File: config.mk
export PLATFORM = sky130hd
export DESIGN_NAME = pipe_hazard_ctrl
export DESIGN_NICKNAME = d
export VERILOG_FILES = /design/src/rtl/pipe_hazard_ctrl.sv
export SDC_FILE = /design/constraint.sdc
export NUM_CORES = 1
export LEC_CHECK = 0
export ABC_AREA = 1
export CORE_MARGIN = 2
export CORE_UTILIZATION = 27
export CTS_CLUSTER_SIZE = 14
export DETAILED_ROUTE_END_ITERATION = 8
export HOLD_SLACK_MARGIN = 0.02
export PLACE_DENSITY = 0.95
export SYNTH_ARGS = -nofsm -noshare
export SYNTH_HDL_FRONTEND = slang
export SYNTH_SLANG_ARGS = --single-unit
File: constraint.sdc
create_clock -name clk -period 1.9 [get_ports clk]
set_input_delay 0.19 -clock clk [delete_from_list [all_inputs] [get_ports clk]]
set_output_delay 0.19 -clock clk [all_outputs]
set_load 0.005 [all_outputs]
File: src/rtl/pipe_hazard_ctrl.sv
// Pipeline control for the RV64 five-stage core: load-use interlock, MDU occupancy, branch redirect, debug halt.
// Optional performance counters are enabled by defining PIPE_HAZARD_CTRL_PERF_EN.
module pipe_hazard_ctrl #(
  parameter int unsigned XLEN              = 64,
  parameter int unsigned LOAD_STALL_CYCLES = 1,
  parameter int unsigned CNT_W             = 32
) (
  input  logic            clk,
  input  logic            rst,
  input  logic [4:0]      id_rs1,
  input  logic [4:0]      id_rs2,
  input  logic            id_uses_rs1,
  input  logic            id_uses_rs2,
  input  logic [4:0]      ex_rd,
  input  logic            ex_mem_read,
  input  logic            ex_branch_taken,
  input  logic [XLEN-1:0] ex_branch_target,
  input  logic            ex_mdu_start,
  input  logic            mdu_done,
  input  logic            halt_req,
  output logic            pc_stall,
  output logic            branch_taken,
  output logic [XLEN-1:0] branch_target,
  output logic            if_id_stall,
  output logic            if_id_flush,
  output logic            id_ex_stall,
  output logic            id_ex_flush,
  output logic            halted
`ifdef PIPE_HAZARD_CTRL_PERF_EN
  ,
  output logic [CNT_W-1:0] perf_stall_cycles,
  output logic [CNT_W-1:0] perf_flush_count,
  output logic [CNT_W-1:0] perf_mdu_cycles
`endif
);

  typedef enum logic [1:0] {
    RUN      = 2'd0,
    LD_STALL = 2'd1,
    MDU_WAIT = 2'd2,
    HALT     = 2'd3
  } state_t;

  localparam logic [2:0] LD_RELOAD = 3'(LOAD_STALL_CYCLES - 1);

  state_t     state, state_nxt;
  logic [2:0] cnt, cnt_nxt;
  logic       hz;
  logic       if_id_flush_raw;

  assign hz = ex_mem_read && (ex_rd != 5'd0) &&
              ((id_uses_rs1 && (id_rs1 == ex_rd)) || (id_uses_rs2 && (id_rs2 == ex_rd)));

  always_comb begin
    state_nxt       = state;
    cnt_nxt         = cnt;
    pc_stall        = 1'b0;
    branch_taken    = 1'b0;
    branch_target   = '0;
    if_id_stall     = 1'b0;
    if_id_flush_raw = 1'b0;
    id_ex_stall     = 1'b0;
    id_ex_flush     = 1'b0;
    halted          = 1'b0;
    // Outputs are held at zero for the whole reset cycle regardless of state.
    if (!rst) begin
      case (state)
        RUN: begin
          if (ex_branch_taken) begin
            branch_taken    = 1'b1;
            branch_target   = ex_branch_target;
            if_id_flush_raw = 1'b1;
            id_ex_flush     = 1'b1;
          end else if (ex_mdu_start) begin
            pc_stall    = 1'b1;
            if_id_stall = 1'b1;
            id_ex_stall = 1'b1;
            state_nxt   = MDU_WAIT;
          end else if (hz) begin
            pc_stall    = 1'b1;
            if_id_stall = 1'b1;
            id_ex_flush = 1'b1;
            if (LOAD_STALL_CYCLES > 1) begin
              cnt_nxt   = LD_RELOAD;
              state_nxt = LD_STALL;
            end
          end else if (halt_req) begin
            pc_stall    = 1'b1;
            if_id_stall = 1'b1;
            state_nxt   = HALT;
          end
        end
        LD_STALL: begin
          pc_stall    = 1'b1;
          if_id_stall = 1'b1;
          id_ex_flush = 1'b1;
          cnt_nxt     = cnt - 3'd1;
          if (cnt == 3'd1) state_nxt = RUN;
        end
        MDU_WAIT: begin
          pc_stall    = 1'b1;
          if_id_stall = 1'b1;
          id_ex_stall = 1'b1;
          if (mdu_done) state_nxt = RUN;
        end
        HALT: begin
          pc_stall    = 1'b1;
          if_id_stall = 1'b1;
          halted      = halt_req;
          if (!halt_req) state_nxt = RUN;
        end
        default: state_nxt = RUN;
      endcase
    end
  end

  // A stall on IF/ID always wins over a flush of the same register.
  assign if_id_flush = if_id_flush_raw && !if_id_stall;

  always_ff @(posedge clk) begin
    if (rst) begin
      state <= RUN;
      cnt   <= '0;
    end else begin
      state <= state_nxt;
      cnt   <= cnt_nxt;
    end
  end

`ifdef PIPE_HAZARD_CTRL_PERF_EN
  always_ff @(posedge clk) begin
    if (rst) begin
      perf_stall_cycles <= '0;
      perf_flush_count  <= '0;
      perf_mdu_cycles   <= '0;
    end else begin
      if (pc_stall && (perf_stall_cycles != '1))
        perf_stall_cycles <= perf_stall_cycles + 1'b1;
      if (branch_taken && (perf_flush_count != '1))
        perf_flush_count <= perf_flush_count + 1'b1;
      if ((state == MDU_WAIT) && (perf_mdu_cycles != '1))
        perf_mdu_cycles <= perf_mdu_cycles + 1'b1;
    end
  end
`else
  logic perf_unused;
  assign perf_unused = (CNT_W != 0);
`endif

endmodule

Word level (Yosys, flattened, before mapping)
Cells that the tools add are included.
- flip-flop bits (word level): 5
- logic and storage cells: 57
- output and inout bits: 71
- mux-type cells: 31
- equal/unequal tests: 12
- reduce and logical (&&, ||, !) cells: 11
- add/subtract/negate cells: 1
- operator list (kind ; number):
    64-bit 2-to-1 mux ; 3
    1-bit 2-to-1 mux ; 17
    2-bit 2-to-1 mux ; 7
    5-bit == test ; 2
    2-bit != test, second input constant ; 4
    2-bit case mux with 4 select lines ; 1
    3-bit != test, second input constant ; 2
    1-bit case mux with 2 select lines ; 3
    6-bit AND reduction ; 1
    1-bit logical AND ; 5
    5-bit nonzero test ; 1
    2-bit == test, second input constant ; 2
    3-bit by 1-bit == test with 1-bit output, second input constant ; 1
    3-bit OR reduction ; 1
    3-bit by 1-bit subtractor with 3-bit output, second input constant ; 1
    2-bit by 1-bit == test with 1-bit output, second input constant ; 1
    2-bit logical NOT ; 1
    1-bit logical NOT ; 1
    1-bit logical OR ; 1

Longest topological paths before layout
- depth in word-level cells: 11
- mapped depth: 9
- mapped depth without buffers: 9

Worst setup path before layout
Ideal clock, no wire load.
- path type: flip-flop to output port
- start point: register state[1]
- end point: output port pc_stall
- stages on the path, launching flop included: 6
- buffers on the path: 1
- arrival time: 1.069 ns
- setup slack: 0.641 ns
- cell sequence: dfxtp_1 > nor2_4 > nand2_4 > inv_1 > nor3_1 > buf_4
- word-level cells in the longest chain between the ends: 4
- elaborated cells on any way between the ends: 7
- those cells by class: eq/ne (3); mux (2); reduce/logical (2)
- ends and longest elaborated chain (element ; line ; RTL):
    start, declared ; 46 ; state_t state, state_nxt;
    start signal, assigned ; 125 ; state <= state_nxt;
    2-bit == test / 2-bit by 1-bit == test with 1-bit output (equally long branches) ; -- ;
    3-bit OR reduction (no line) ; -- ;
    1-bit case mux with 2 select lines (*) ; -- ;
    1-bit 2-to-1 mux (*) ; -- ;
    end, declared ; 21 ; output logic pc_stall,
Mark *: on every way between the ends. The rest lies on a longest branch, timed or not.

Final worst setup path
- start point: register state[0]
- end point: output port branch_taken
- word-level cells in the longest chain between the ends: 3
- ends and longest elaborated chain (element ; line ; RTL):
    2-bit logical NOT ; 67 ; case (state)
    1-bit 2-to-1 mux ; 67 ;
    1-bit 2-to-1 mux ; 66 ; if (!rst) begin
    end, declared ; 22 ; output logic branch_taken,
Every way passes these cells.

==> flow_summary.yaml <==
power_and_ir_drop:
  p_leak_nw: 2.02
  p_int_mw: 0.875
  p_per_area_mw_per_mm2: 498
  sw_frac_of_total_pct: 39.8
  combPwrFrac_pct: 73.5
  p_clk_share_pct: 13.6
  power.switching_mw: 0.578
  power_mw: 1.45
  seq_power_share_pct: 12.8
  ir_drop_uv: 665
job:
  maxCapViolations: 0
route:
  vias: 1930
  first_pass_iters: 4
  drt_iter0_drc: 59
  drc: 0
  vias_per_cell: 4.15
  wl_um: 5470
  drtAntennaViolNets: 0
  drt-wirelength-per-cell_um: 11.8
sta:
  rsz0062_at_grt: "yes"
  slew_viol_final: 0
  tightestPinTransition_ns: 0.213
  fmax_mhz: 522
  setup_violations: 1
  layout_setup_ws_ns: -0.0147
  fin_crit_ns: 1.91
  max_slew_margin_pct: 85.7
  fin_crit_sh_pct: 101
  hold_viol: 0
  clock-skew-final_ns: 0.000558
floorplan:
  core_area_mm2: 0.00426
  die_area_mm2: 0.00490
  start_util_pct: 27.6
  die_h_um: 70.0
  num_rows: 24
  io_pins: 159
  die_x_um: 70.0
placement:
  io_buffers: 158
  place_congestion: 0.825
  hpwl_um: 4430
  placed_cells: 456
  dpl_worst_slack_ns: -0.229
synth:
  yosys.area.top_type_share_pct: 27.4
  synth_seq_area_share_pct: 8.50
  synth_edf_count: 0
  synth.most_common_cell: "inv_1"
  synth_top_area_cell: "inv_1"
  ys_ff_latch: 5
  synth_nets: 335
  synthTopCellsByArea: "inv_1 (27%), nor2_1 (22%), nand2_1 (12%), dfxtp_1 (8.5%), nor2_2 (5.8%)"
  synth_cell_types: 21
  netlist_instances: 245
  synthesis.area_mm2: 0.00118
  postSynth.asyncResetShare_pct: 0
  yosysWarnings: 0
  synth.top_cells.by_count: "inv_1 (86), nor2_1 (68), nand2_1 (39)"
  syn_avg_cell_area_um2: 4.81
  synthFlopType: "dfxtp_1"
global_route:
  grt_max_degree: 27
  grt_use_met3_pct: 4.33
  top_usage_layer: "met2"
  grt_pass1_vias: 1892
  antenna_found_initial: 0
  use_met2_pct: 42.0
  grt-ovfl-total: 0
  track_usage_pct: 21.2
  grt_pass1_wl_um: 8560
  met1_usage_pct: 21.6
finish:
  final-instance-count-excl-fill: 465
  drive_gt1_share_pct: 11.9
  nNetsFinal: 504
  area_growth_pct: 148
  antenna_cells: 0
  nFillCells: 373
status:
  status: "finished, violations left"
  violations: "negative setup slack"
cts:
  clkSinkCount: 5
  htree_levels: 1
  clk_pin_slew_ns: 0.04
  cts_buffers: 3
  clk_path_buf_depth: 2
  cts_root_buf: "clkbuf_8"
  tritoncts: "done"
  insertion_delay_ns: 0.22
worst_hold_path:
  hold_path_class: "reg -> reg"
worst_setup_path:
  crit_path_end_kind: "output pin"
  arrival_ns: 1.72
  crit_fanout: 4
  critical_path_class: "reg -> out"
  required_ns: 1.71
  crit_path_start_kind: "flip-flop"
## final timing paths
check | from | cells past startpoint | slack [ns] | endpoint
worst min register to register | cnt[2]$_SDFFE_PP0P_ | 2 | 0.47 | cnt[2]$_SDFFE_PP0P_
worst min-delay path | cnt[2]$_SDFFE_PP0P_ | 2 | 0.47 | cnt[2]$_SDFFE_PP0P_
worst max register to register | state[0]$_SDFFE_PP0P_ | 7 | 0.60 | state[0]$_SDFFE_PP0P_
worst max-delay path | state[0]$_SDFFE_PP0P_ | 7 | -0.01 | branch_taken
## cell type report
type                       instances  area [um^2]  area share (%)
timing repair buffer             172         1690            58.0
multi-input combinational        144          679            23.3
inverter                          88          335            11.5
sequential                         5          103            3.51
tap                               52         65.1            2.23
clock buffer                       4         45.0            1.54
## cells by family (layout without fill, tap and decap cells)
| logic type | Yosys count | count (layout) | share of synthesized area (%) |
|---|---|---|---|
| simple gates | 130 | 130 | 47.3 |
| buf+inv | 96 | 264 | 35.8 |
| compound gates | 11 | 11 | 5.53 |
| fa+ha+maj | 2 | 2 | 2.13 |
| flops | 5 | 5 | 8.50 |
| xor+xnor | 1 | 1 | 0.744 |
## placed cells by master (no fill, tap or decap), types with 2 or more instances in the layout
cell type and instances:
o21ai_0 2, nand3_1 4, nor2_4 3, inv_2 4, dlymetal6s2s_1 18, dfxtp_1 3, inv_1 83, nor2_1 65
dfxtp_2 2, a21oi_1 6, dlygate4sd2_1 50, ha_1 2, clkbuf_8 3, nor2_2 14, nand2_1 38, buf_6 2
clkdlybuf4s50_1 87, buf_12 2, buf_4 10
## layer usage
| layer | vias up | part of all wire [%] |
|---|---|---|
| li1 | 1000 | - |
| met1 | 818 | 36 |
| met2 | 96 | 54 |
| met3 | 16 | 7.5 |
| met4 | 0 | 2.9 |
| met5 | - | 0 |
## metrics by stage
step                cell area (um^2)  hold WS, ns  TNS, ns  utilization, %
global placement                2830        0.453    -2.52            66.3
finish                          2920        0.473  -0.0147            68.5
floorplan                       1180        0.411        0               -
global route                    2920        0.512  -0.0527            68.5
detailed placement              2830        0.469    -4.38            66.3
CTS                             2860        0.474        0            67.1
## registers in the layout, summed over array words and instances (netlist names)
register,flops
cnt,3
state,2
## worst max-delay path, cell delays in order (launching register included)
cell             delay (ns)
dfxtp_2                0.35
nor2_4                 0.12
nand2_4                0.07
nor2_4                 0.16
buf_4                  0.13
buf_4                  0.09
buf_4                  0.08
clkdlybuf4s50_1        0.49
## repair_timing
item	CTS	global route
cloned	0	0
setup buffers	4	1
pin swaps	2	5
hold buffers	0	0
endpoints found under the setup margin	63	17
resized for setup	60	32
## power by group through the flow
stage          clock network, mW  registers (mW)  logic, mW
2_1_floorplan                  0           0.186      0.476
3_3_place_gp                   0           0.180       1.03
3_5_place_dp                   0           0.183       1.06
4_1_cts                    0.200           0.183       1.05
5_1_grt                    0.209           0.191       1.17
6_report                   0.198           0.186       1.07
(Power assumes the default switching activity.)
